$ cat src/rtl/prime_range_scanner_if.sv
// Bundle of the host-side start/range/status signals and the checker handshake for the
// prime range scanner. The scanner connects through the slave modport; the host/checker
// side (or a testbench) connects through the master modport.
interface prime_range_scanner_if #(
  parameter int unsigned NO_W  = 10,
  parameter int unsigned CNT_W = 8
);
  logic             start;
  logic [NO_W-1:0]  range_lo;
  logic [NO_W-1:0]  range_hi;
  logic [NO_W-1:0]  cand_no;
  logic             cand_valid;
  logic             res_ready;
  logic             res_is_prime;
  logic             busy;
  logic             done;
  logic [CNT_W-1:0] prime_count;
  logic [NO_W-1:0]  last_prime;
  logic             timeout_err;

  modport slave (
    input  start, range_lo, range_hi, res_ready, res_is_prime,
    output cand_no, cand_valid, busy, done, prime_count, last_prime, timeout_err
  );

  modport master (
    output start, range_lo, range_hi, res_ready, res_is_prime,
    input  cand_no, cand_valid, busy, done, prime_count, last_prime, timeout_err
  );
endinterface

$ cat src/rtl/prime_range_scanner.sv
// Prime range scanner: walks every integer in [range_lo, range_hi], hands each one to the
// prime checker with a one-cycle valid pulse, waits for the result pulse and accumulates the
// prime count and the largest prime seen. All outputs are registered.
// Optional feature: define PRIME_SCAN_WATCHDOG_EN to abort a scan (sticky timeout_err) when
// the checker fails to answer within TIMEOUT cycles of WAIT.
module prime_range_scanner #(
  parameter int unsigned NO_W    = 10,
  parameter int unsigned CNT_W   = 8,
  parameter int unsigned TIMEOUT = 1023
) (
  input  logic                  clock,
  input  logic                  reset,
  prime_range_scanner_if.slave  bus
);

  typedef enum logic [1:0] {StIdle, StIssue, StWait, StDone} state_e;

  // The watchdog compares against TIMEOUT-1, so zero is meaningless.
  if (TIMEOUT == 0) begin : g_bad_timeout
    $error("TIMEOUT must be at least 1");
  end

  state_e           state_q, state_d;
  // One bit wider than a candidate so range_hi = 2^NO_W-1 never wraps.
  logic [NO_W:0]    cur_q, cur_d;
  logic [NO_W-1:0]  hi_q, hi_d;
  logic [NO_W-1:0]  cand_no_q, cand_no_d;
  logic             cand_valid_q, cand_valid_d;
  logic             busy_q, busy_d;
  logic             done_q, done_d;
  logic [CNT_W-1:0] cnt_q, cnt_d;
  logic [NO_W-1:0]  last_q, last_d;

`ifdef PRIME_SCAN_WATCHDOG_EN
  localparam int unsigned WdW = (TIMEOUT < 2) ? 1 : $clog2(TIMEOUT + 1);
  logic [WdW-1:0] wd_q, wd_d;
  logic           terr_q, terr_d;
`endif

  // Next-state and registered-output computation.
  always_comb begin
    state_d   = state_q;
    cur_d     = cur_q;
    hi_d      = hi_q;
    cand_no_d = cand_no_q;
    cnt_d     = cnt_q;
    last_d    = last_q;
`ifdef PRIME_SCAN_WATCHDOG_EN
    wd_d      = wd_q;
    terr_d    = terr_q;
`endif

    case (state_q)
      StIdle: begin
        if (bus.start) begin
          hi_d   = bus.range_hi;
          cnt_d  = '0;
          last_d = '0;
`ifdef PRIME_SCAN_WATCHDOG_EN
          terr_d = 1'b0;
`endif
          if (bus.range_lo > bus.range_hi) begin
            state_d = StDone;
          end else begin
            cur_d     = {1'b0, bus.range_lo};
            cand_no_d = bus.range_lo;
            state_d   = StIssue;
          end
        end
      end

      StIssue: begin
`ifdef PRIME_SCAN_WATCHDOG_EN
        wd_d = '0;
`endif
        state_d = StWait;
      end

      StWait: begin
        if (bus.res_ready) begin
          if (bus.res_is_prime) begin
            if (cnt_q != {CNT_W{1'b1}}) begin
              cnt_d = cnt_q + 1'b1;
            end
            last_d = cur_q[NO_W-1:0];
          end
          if (cur_q == {1'b0, hi_q}) begin
            state_d = StDone;
          end else begin
            cur_d     = cur_q + 1'b1;
            cand_no_d = cur_d[NO_W-1:0];
            state_d   = StIssue;
          end
        end
`ifdef PRIME_SCAN_WATCHDOG_EN
        // wd_q counts completed WAIT cycles; abort after TIMEOUT of them.
        else if (wd_q == WdW'(TIMEOUT - 1)) begin
          terr_d  = 1'b1;
          state_d = StDone;
        end else begin
          wd_d = wd_q + 1'b1;
        end
`endif
      end

      StDone: begin
        state_d = StIdle;
      end

      default: begin
        state_d = StIdle;
      end
    endcase

    cand_valid_d = (state_d == StIssue);
    busy_d       = (state_d == StIssue) || (state_d == StWait);
    done_d       = (state_d == StDone);
  end

  // State and output registers; reset discards any partial scan.
  always_ff @(posedge clock or posedge reset) begin
    if (reset) begin
      state_q      <= StIdle;
      cur_q        <= '0;
      hi_q         <= '0;
      cand_no_q    <= '0;
      cand_valid_q <= 1'b0;
      busy_q       <= 1'b0;
      done_q       <= 1'b0;
      cnt_q        <= '0;
      last_q       <= '0;
    end else begin
      state_q      <= state_d;
      cur_q        <= cur_d;
      hi_q         <= hi_d;
      cand_no_q    <= cand_no_d;
      cand_valid_q <= cand_valid_d;
      busy_q       <= busy_d;
      done_q       <= done_d;
      cnt_q        <= cnt_d;
      last_q       <= last_d;
    end
  end

`ifdef PRIME_SCAN_WATCHDOG_EN
  // Watchdog counter and sticky error flag.
  always_ff @(posedge clock or posedge reset) begin
    if (reset) begin
      wd_q   <= '0;
      terr_q <= 1'b0;
    end else begin
      wd_q   <= wd_d;
      terr_q <= terr_d;
    end
  end

  assign bus.timeout_err = terr_q;
`else
  assign bus.timeout_err = 1'b0;
`endif

  assign bus.cand_no     = cand_no_q;
  assign bus.cand_valid  = cand_valid_q;
  assign bus.busy        = busy_q;
  assign bus.done        = done_q;
  assign bus.prime_count = cnt_q;
  assign bus.last_prime  = last_q;

endmodule
$ cat src/flat_wrapper.sv
// flat-port wrapper written by rule: the top's interface ports become plain ports
module prime_range_scanner_flat 
#(
  parameter int unsigned NO_W    = 10,
  parameter int unsigned CNT_W   = 8,
  parameter int unsigned TIMEOUT = 1023
)
  (clock, reset, bus_start, bus_range_lo, bus_range_hi, bus_res_ready, bus_res_is_prime, bus_cand_no, bus_cand_valid, bus_busy, bus_done, bus_prime_count, bus_last_prime, bus_timeout_err);
  prime_range_scanner_if #(.NO_W(NO_W), .CNT_W(CNT_W)) bus_i ();
  input  logic clock;
  input  logic reset;
  input wire logic [$bits(bus_i.start)-1:0] bus_start;
  input wire logic [$bits(bus_i.range_lo)-1:0] bus_range_lo;
  input wire logic [$bits(bus_i.range_hi)-1:0] bus_range_hi;
  input wire logic [$bits(bus_i.res_ready)-1:0] bus_res_ready;
  input wire logic [$bits(bus_i.res_is_prime)-1:0] bus_res_is_prime;
  output wire logic [$bits(bus_i.cand_no)-1:0] bus_cand_no;
  output wire logic [$bits(bus_i.cand_valid)-1:0] bus_cand_valid;
  output wire logic [$bits(bus_i.busy)-1:0] bus_busy;
  output wire logic [$bits(bus_i.done)-1:0] bus_done;
  output wire logic [$bits(bus_i.prime_count)-1:0] bus_prime_count;
  output wire logic [$bits(bus_i.last_prime)-1:0] bus_last_prime;
  output wire logic [$bits(bus_i.timeout_err)-1:0] bus_timeout_err;
  assign bus_i.start = bus_start;
  assign bus_i.range_lo = bus_range_lo;
  assign bus_i.range_hi = bus_range_hi;
  assign bus_i.res_ready = bus_res_ready;
  assign bus_i.res_is_prime = bus_res_is_prime;
  assign bus_cand_no = bus_i.cand_no;
  assign bus_cand_valid = bus_i.cand_valid;
  assign bus_busy = bus_i.busy;
  assign bus_done = bus_i.done;
  assign bus_prime_count = bus_i.prime_count;
  assign bus_last_prime = bus_i.last_prime;
  assign bus_timeout_err = bus_i.timeout_err;
  prime_range_scanner #(.NO_W(NO_W), .CNT_W(CNT_W), .TIMEOUT(TIMEOUT)) u_core (.clock(clock), .reset(reset), .bus(bus_i));
endmodule
$ cat config.mk
export PLATFORM = sky130hd
export DESIGN_NAME = prime_range_scanner_flat
export DESIGN_NICKNAME = d
export VERILOG_FILES = /design/src/rtl/prime_range_scanner_if.sv /design/src/rtl/prime_range_scanner.sv /design/src/flat_wrapper.sv
export SDC_FILE = /design/constraint.sdc
export NUM_CORES = 1
export LEC_CHECK = 0
export CORE_UTILIZATION = 43
export DETAILED_ROUTE_END_ITERATION = 10
export GPL_TIMING_DRIVEN = 0
export PLACE_DENSITY = 0.78
export SLEW_MARGIN = 20
export SYNTH_ARGS = -nofsm -noshare
export SYNTH_HDL_FRONTEND = slang
export SYNTH_SLANG_ARGS = --single-unit
$ cat constraint.sdc
create_clock -name clock -period 2.1 [get_ports clock]
set_input_delay 0.42 -clock clock [delete_from_list [all_inputs] [get_ports clock]]
set_output_delay 0.42 -clock clock [all_outputs]
set_load 0.02 [all_outputs]
==> impl_metrics.toml, run 1 <==
[outcome]
status = "completed"

[worst_setup_path]
rr_startpoint = "u_core.bus.cand_no[6]$_DFFE_PP0P_"
timing.critical_path.to_type = "flop"
worst-r2r-cell-count = 8
worst-endpoint-arrival_ns = 2.25
rr_endpoint = "u_core.bus.cand_no[3]$_DFFE_PP0P_"
worstPathRequired_ns = 2.29
setup.worst_path.start_class = "input port"
rrSetupSlack_ns = 0.15
timing.critical_path.to = "u_core.bus.cand_no[3]$_DFFE_PP0P_"
cp.depth = 9
worst_path_dominant_cell_family = "compound AO/OA/AOI/OAI gates"
worst_setup_path_start = "bus_range_lo[4]"
cp_slowest_cell = "a211oi_2"
max_stage_delay_on_crit_path_ns = 0.31
path_cells = "dlygate4sd2_1 -> ha_4 -> nand4_1 -> a211oi_2 -> a2111oi_4 -> o21ai_2 -> buf_4 -> a21oi_2 -> o22a_1"
cp_bufs_invs = 2
path_class = "input port to flop"
cp_max_fo = 4

[global_routing]
global_routing_usage_summed_across_all_routing_layers_pct = 21.1
grt.overflow.total = 0
grt_pass1_vias = 2004
grt_pass1_wl_um = 9870
grt_max_degree = 29
grt_antenna_before_repair = 0

[die]
core_area_mm2 = 0.00557
dieWidth_um = 78.3
initial_core_util_pct = 44.9
boundaryPins = 57
design.die.area_mm2 = 0.00613
die_y_um = 78.3
placement_rows = 27

[finish]
design.final.nets = 351
layout.core_utilization_pct = 60.7
design_area_mm2 = 0.00338
fillCellCount = 462
antenna-diode-count = 0
seq_area_mm2 = 0.00110
area_used_by_multi_input_combinational_logic_mm2 = 0.00132
drive_above_1_share_pct = 21.8
final_common_cell = "dfrtp_1"
layout_common_cells = "dfrtp_1, clkdlybuf4s50_1, buf_4, nor2_1, dlygate4sd2_1"
area_growth_syn_to_layout_pct = 35.1

[place]
port_buffers = 55
globalplace.congestion = 0.866
dp_worst_setup_slack_ns = -0.714
detailed_place_hpwl_um = 4420
placed_area_mm2 = 0.00318

[route]
vias = 2056
route.final.wire_length_um = 6040
routed_via_density = 5.35
route.layer.met1.wl_um = 2720
dr.max_layer_used = "met4"
drtAntennaViolNets = 0
wl_per_cell_um = 15.7
firstDrtPassIters = 4
drt-initial-drc-count = 101
routed-wl-met3_um = 325
drc = 0
met2_wirelength_um = 2850

[flow_run]
max_cap_violations = 0

[yosys]
edff_count_synth = 0
synth_async_sr_flop_share_pct = 100
synth_seq_cells = 44
synth_seq_area_share_pct = 44.0
synthCells = 244
synth_area_mm2 = 0.00250
post_synth_num_cell_types = 45
synthesis.area_per_instance_um2 = 10.3
synth.yosys.warnings = 0
mappedNetlistNets = 283
most_common_flop_cell_mapped_by_yosys = "dfrtp_1"

[timing]
finalCritPeriodShare_pct = 97.7
report.final.setup_viol = 0
grt_setup_unrepaired = "no"
final.setup_skew_ns = 0.00453
hold_violations = 0
report.final.slew_viol_count = 0
period_needed_ns = 2.05
layout_setup_ws_ns = 0.0493
timing.fmax_ghz = 0.488
holdWs_ns = 0.388

[cts]
tritoncts.num_buffers = 5
cts_tree = "yes"
clockBufferDepth = 2
htreeDepth = 2
cts_root_buffer = "clkbuf_8"
cts_num_sinks = 44
clk_pin_slew_ns = 0.08
worst_skew_pair.late_latency_ns = 0.30

[pwr]
power_mw = 4.40
vdd_drop_max_uv = 611
cellPowerDensity_mw_per_mm2 = 1300
static-leakage-power_nw = 1.48

[hold_path]
worst_hold_path_type = "input port to flop"
## synthesized netlist by cell type (5+ instances only)
| cell type | number | share of area (%) |
|---|---|---|
| a21oi_1 | 13 | 2.6 |
| dfrtp_1 | 44 | 44 |
| xor2_1 | 6 | 2.1 |
| nand4_1 | 8 | 2.0 |
| o21ai_1 | 8 | 1.6 |
| inv_1 | 16 | 2.4 |
| nand3_1 | 5 | 1.0 |
| o21ai_0 | 9 | 1.8 |
| nand2_1 | 9 | 1.3 |
| nor2_1 | 16 | 2.4 |
| ha_1 | 14 | 7.0 |
| and3_1 | 5 | 1.3 |
| a22o_1 | 10 | 3.5 |
| mux2_2 | 10 | 4.5 |
| xnor2_1 | 10 | 3.5 |
| clkbuf_1 | 7 | 1.1 |
| buf_4 | 12 | 3.6 |
## how the worst min path moves through the flow
stage | startpoint | slack, ns | depth (start not counted) | to
3_3_place_gp | u_core.bus.last_prime[5]$_DFFE_PP0P_ | 0.48 | 1 | u_core.bus.last_prime[5]$_DFFE_PP0P_
5_1_grt | bus_range_hi[3] | 0.40 | 2 | u_core.hi_q[3]$_DFFE_PP0P_
4_1_cts | reset | 0.43 | 2 | u_core.hi_q[6]$_DFFE_PP0P_
3_5_place_dp | u_core.bus.last_prime[7]$_DFFE_PP0P_ | 0.48 | 1 | u_core.bus.last_prime[7]$_DFFE_PP0P_
6_report | bus_range_hi[3] | 0.39 | 2 | u_core.hi_q[3]$_DFFE_PP0P_
2_1_floorplan | u_core.cur_q[10]$_DFFE_PP0P_ | 0.50 | 2 | u_core.cur_q[10]$_DFFE_PP0P_
## metal layers
| metal | GRT usage, % | vias to the layer above |
|---|---|---|
| met5 | 0 | - |
| met4 | 9.81 | 0 |
| met2 | 34.3 | 76 |
| met3 | 4.19 | 15 |
| met1 | 27.0 | 978 |
| li1 | - | 987 |
## where the power goes
group	leakage (nW)	switching [mW]	internal (mW)
combinational	0.885	1.18	1.20
sequential	0.558	0.331	1.19
clock	0.0410	0.279	0.226
## per-stage QoR
step           setup TNS [ns]  cells
3_5_place_dp           -11.66    372
6_report                    0    384
4_1_cts                     0    382
5_1_grt                     0    384
3_3_place_gp           -23.26    371
2_1_floorplan               0    244
## what timing repair did
item / CTS / global route
setup endpoints to repair: 15 / 12
cloned: 1 / 0
pin swaps: 11 / 5
hold buffers: 0 / 0
setup buffers: 2 / 2
resized for setup: 44 / 11
## cell families (layout without fill, tap and decap cells)
kind of cell             Yosys count  count (layout)  share of synthesized area (%)
multiplexers                      13              13                           5.70
other                              1               1                          0.150
flip-flops                        44              44                           44.0
adder cells (fa/ha/maj)           14              14                           7.00
XOR/XNOR                          16              16                           5.60
AO/OA/AOI/OAI                     59              59                           16.7
buffers and inverters             39             107                           8.10
AND/OR/NAND/NOR                   58              58                           12.8
## cell type report
cell class              instances  area share (%)
clock inverters                 1           0.148
plain buffers                  23            4.29
inverters                      16            1.78
multi-input cells             161            39.0
clock buffers                   6            2.15
repair buffers                 61            17.5
flip-flops and latches         44            32.6
well taps                      72            2.66
## state kept, by name, indices dropped and copies added (netlist names)
register                count
u_core.bus.last_prime      10
u_core.hi_q                10
u_core.bus.cand_no          9
u_core.bus.prime_count      8
u_core.cur_q                2
u_core.state_q              2
u_core.bus.busy             1
u_core.bus.cand_valid       1
u_core.bus.done             1
No activity file was read; power rests on OpenSTA's default activity.
==> run 2, diff against run 1 <==
--- a/config.mk
+++ b/config.mk
@@ -5,9 +5,11 @@
 export SDC_FILE = /design/constraint.sdc
 export NUM_CORES = 1
 export LEC_CHECK = 0
+export ABC_CLOCK_PERIOD_IN_PS = 2100
+export CAP_MARGIN = 0
 export CORE_UTILIZATION = 43
 export DETAILED_ROUTE_END_ITERATION = 10
-export GPL_TIMING_DRIVEN = 0
+export GPL_TIMING_DRIVEN = 1
 export PLACE_DENSITY = 0.78
 export SLEW_MARGIN = 20
 export SYNTH_ARGS = -nofsm -noshare
==> impl_metrics.toml, run 2 (same netlist as run 1, synthesis figures left out) <==
[outcome]
status = "completed"

[pwr]
power.combinational.fraction_pct = 49.6
static-leakage-power_nw = 1.52
power.switching_mw = 1.89
power.share.sequential_pct = 32.0
vdd_drop_max_uv = 638
cellPowerDensity_mw_per_mm2 = 1410
switching_share_pct = 38.3
clock_power_share_pct = 18.4
p_int_mw = 3.03

[global_routing]
grt.overflow.total = 0
grt_pass1_wl_um = 10200
global_routing_usage_summed_across_all_routing_layers_pct = 22.1
grt_antenna_before_repair = 0
grt_max_degree = 45
grt_pass1_vias = 2107

[die]
placement_rows = 27
design.die.area_mm2 = 0.00613
core_area_mm2 = 0.00557
dieWidth_um = 78.3
initial_core_util_pct = 44.9
die_y_um = 78.3
boundaryPins = 57

[route]
routed_via_density = 5.55
wl_per_cell_um = 17.8
firstDrtPassIters = 4
drc = 0
vias = 2103
route.final.wire_length_um = 6740
drt-initial-drc-count = 147
drtAntennaViolNets = 0

[cts]
htreeDepth = 2
holdBufCountCts = 0
cts_num_sinks = 44
cts_tree = "yes"
clockBufferDepth = 2
tritoncts.num_buffers = 5
worst_skew_pair.late_latency_ns = 0.30
cts_root_buffer = "clkbuf_8"
clk_pin_slew_ns = 0.09

[timing]
final.setup_skew_ns = 0.00825
hold_violations = 0
worstMarginPinSlew_ns = 0.563
timing.fmax_ghz = 0.489
finalCritPeriodShare_pct = 97.4
report.final.slew_viol_count = 0
report.final.setup_viol = 0
layout_setup_ws_ns = 0.0553
period_needed_ns = 2.04
slew_headroom_pct = 62.4

[worst_setup_path]
timing.critical_path.to_type = "flop"
worstPathRequired_ns = 2.29
worst-r2r-cell-count = 7
worst-endpoint-arrival_ns = 2.24
path_class = "input port to flop"
cp_max_fo = 6
setup.worst_path.start_class = "input port"

[hold_path]
worst_hold_path_type = "input port to flop"
worst_hold_path.num_cells = 2

[finish]
final_common_cell = "dfrtp_1"
fillCellCount = 437
area_growth_syn_to_layout_pct = 39.7
layout.core_utilization_pct = 62.7
antenna-diode-count = 0
layout_common_cells = "dfrtp_1, clkdlybuf4s50_1, buf_4, nor2_1, clkbuf_2"
drive_above_1_share_pct = 30.0
design.final.nets = 345

[place]
globalplace.congestion = 0.880
port_buffers = 55
detailed_place_hpwl_um = 4200
dp_worst_setup_slack_ns = -0.619

[flow_run]
max_cap_violations = 0
run 2: changes by cell type in the layout (fill, tap and decap cells not counted), sizes merged:
cell	previous run	this run
bufinv	0	3
clkbuf	14	18
clkdlybuf4s15	3	0
dlygate4sd2	15	4
clkinv	1	0
buf	22	26
dlymetal6s2s	1	0
run 2: power groups by stage:
stage | sequential, mW | clock (mW) | combinational [mW]
final | 1.57 | 0.905 | 2.44
after global routing | 1.61 | 0.947 | 2.61
after CTS | 1.55 | 0.908 | 2.34
after detailed placement | 1.56 | 0 | 2.15
after global placement | 1.55 | 0 | 2.10
after floorplan | 1.60 | 0 | 1.38
run 2: area by class of cell:
| cell class | instances | area, µm² | share of cell area (%) |
|---|---|---|---|
| Tap cell | 72 | 90.1 | 2.58 |
| Sequential cell | 44 | 1100 | 31.5 |
| Timing Repair Buffer | 78 | 707 | 20.2 |
| Clock inverter | 3 | 90.1 | 2.58 |
| Multi-Input combinational cell | 161 | 1380 | 39.4 |
| Inverter | 16 | 60.1 | 1.72 |
| Clock buffer | 5 | 68.8 | 1.97 |
run 2: what timing repair did:
item / 4_1_cts / 5_1_grt
cloned: 2 / 0
pin swaps: 11 / 18
setup endpoints to repair: 15 / 14
buffers inserted: 4 / 3
resized for setup: 46 / 52
run 2: worst max-delay path: stages:
cell and delay [ns]:
buf_2 0.11, inv_2 0.04, ha_4 0.28, nand4_1 0.13
buf_4 0.17, a211oi_4 0.28, a2111oi_4 0.09, o21ai_2 0.29
buf_12 0.16, a21oi_1 0.04, o22a_1 0.21
run 2: worst paths after layout:
check | from | end | slack, ns
max | bus_range_hi[9] | u_core.bus.cand_no[3]$_DFFE_PP0P_ | 0.06
min in group asynchronous | reset | u_core.bus.last_prime[8]$_DFFE_PP0P_ | 0.56
min | bus_range_hi[3] | u_core.hi_q[3]$_DFFE_PP0P_ | 0.35
max in group asynchronous | reset | u_core.bus.prime_count[2]$_DFFE_PP0P_ | 1.15
min reg2reg | u_core.bus.last_prime[4]$_DFFE_PP0P_ | u_core.bus.last_prime[4]$_DFFE_PP0P_ | 0.50
max reg2reg | u_core.state_q[0]$_DFF_PP0_ | u_core.bus.cand_no[3]$_DFFE_PP0P_ | 0.21
run 2: routing by layer:
metal	up-vias	part of all wire (%)	GRT usage [%]
met4	0	1.6	7.04
met5	-	0	0
li1	979	-	-
met3	9	4.7	3.72
met1	1038	43	29.4
met2	77	50	36.6
run 2: metrics by stage:
stage	cell area (µm²)	instances	power [mW]	hold slack [ns]	setup TNS (ns)
after global routing	3500	379	5.17	0.339	-0.0312
after detailed placement	3140	363	3.70	0.487	-8.38
after global placement	3140	363	3.65	0.481	-7.58
after CTS	3440	377	4.79	0.498	0
final	3500	379	4.92	0.349	0
after floorplan	2510	244	2.98	0.501	0
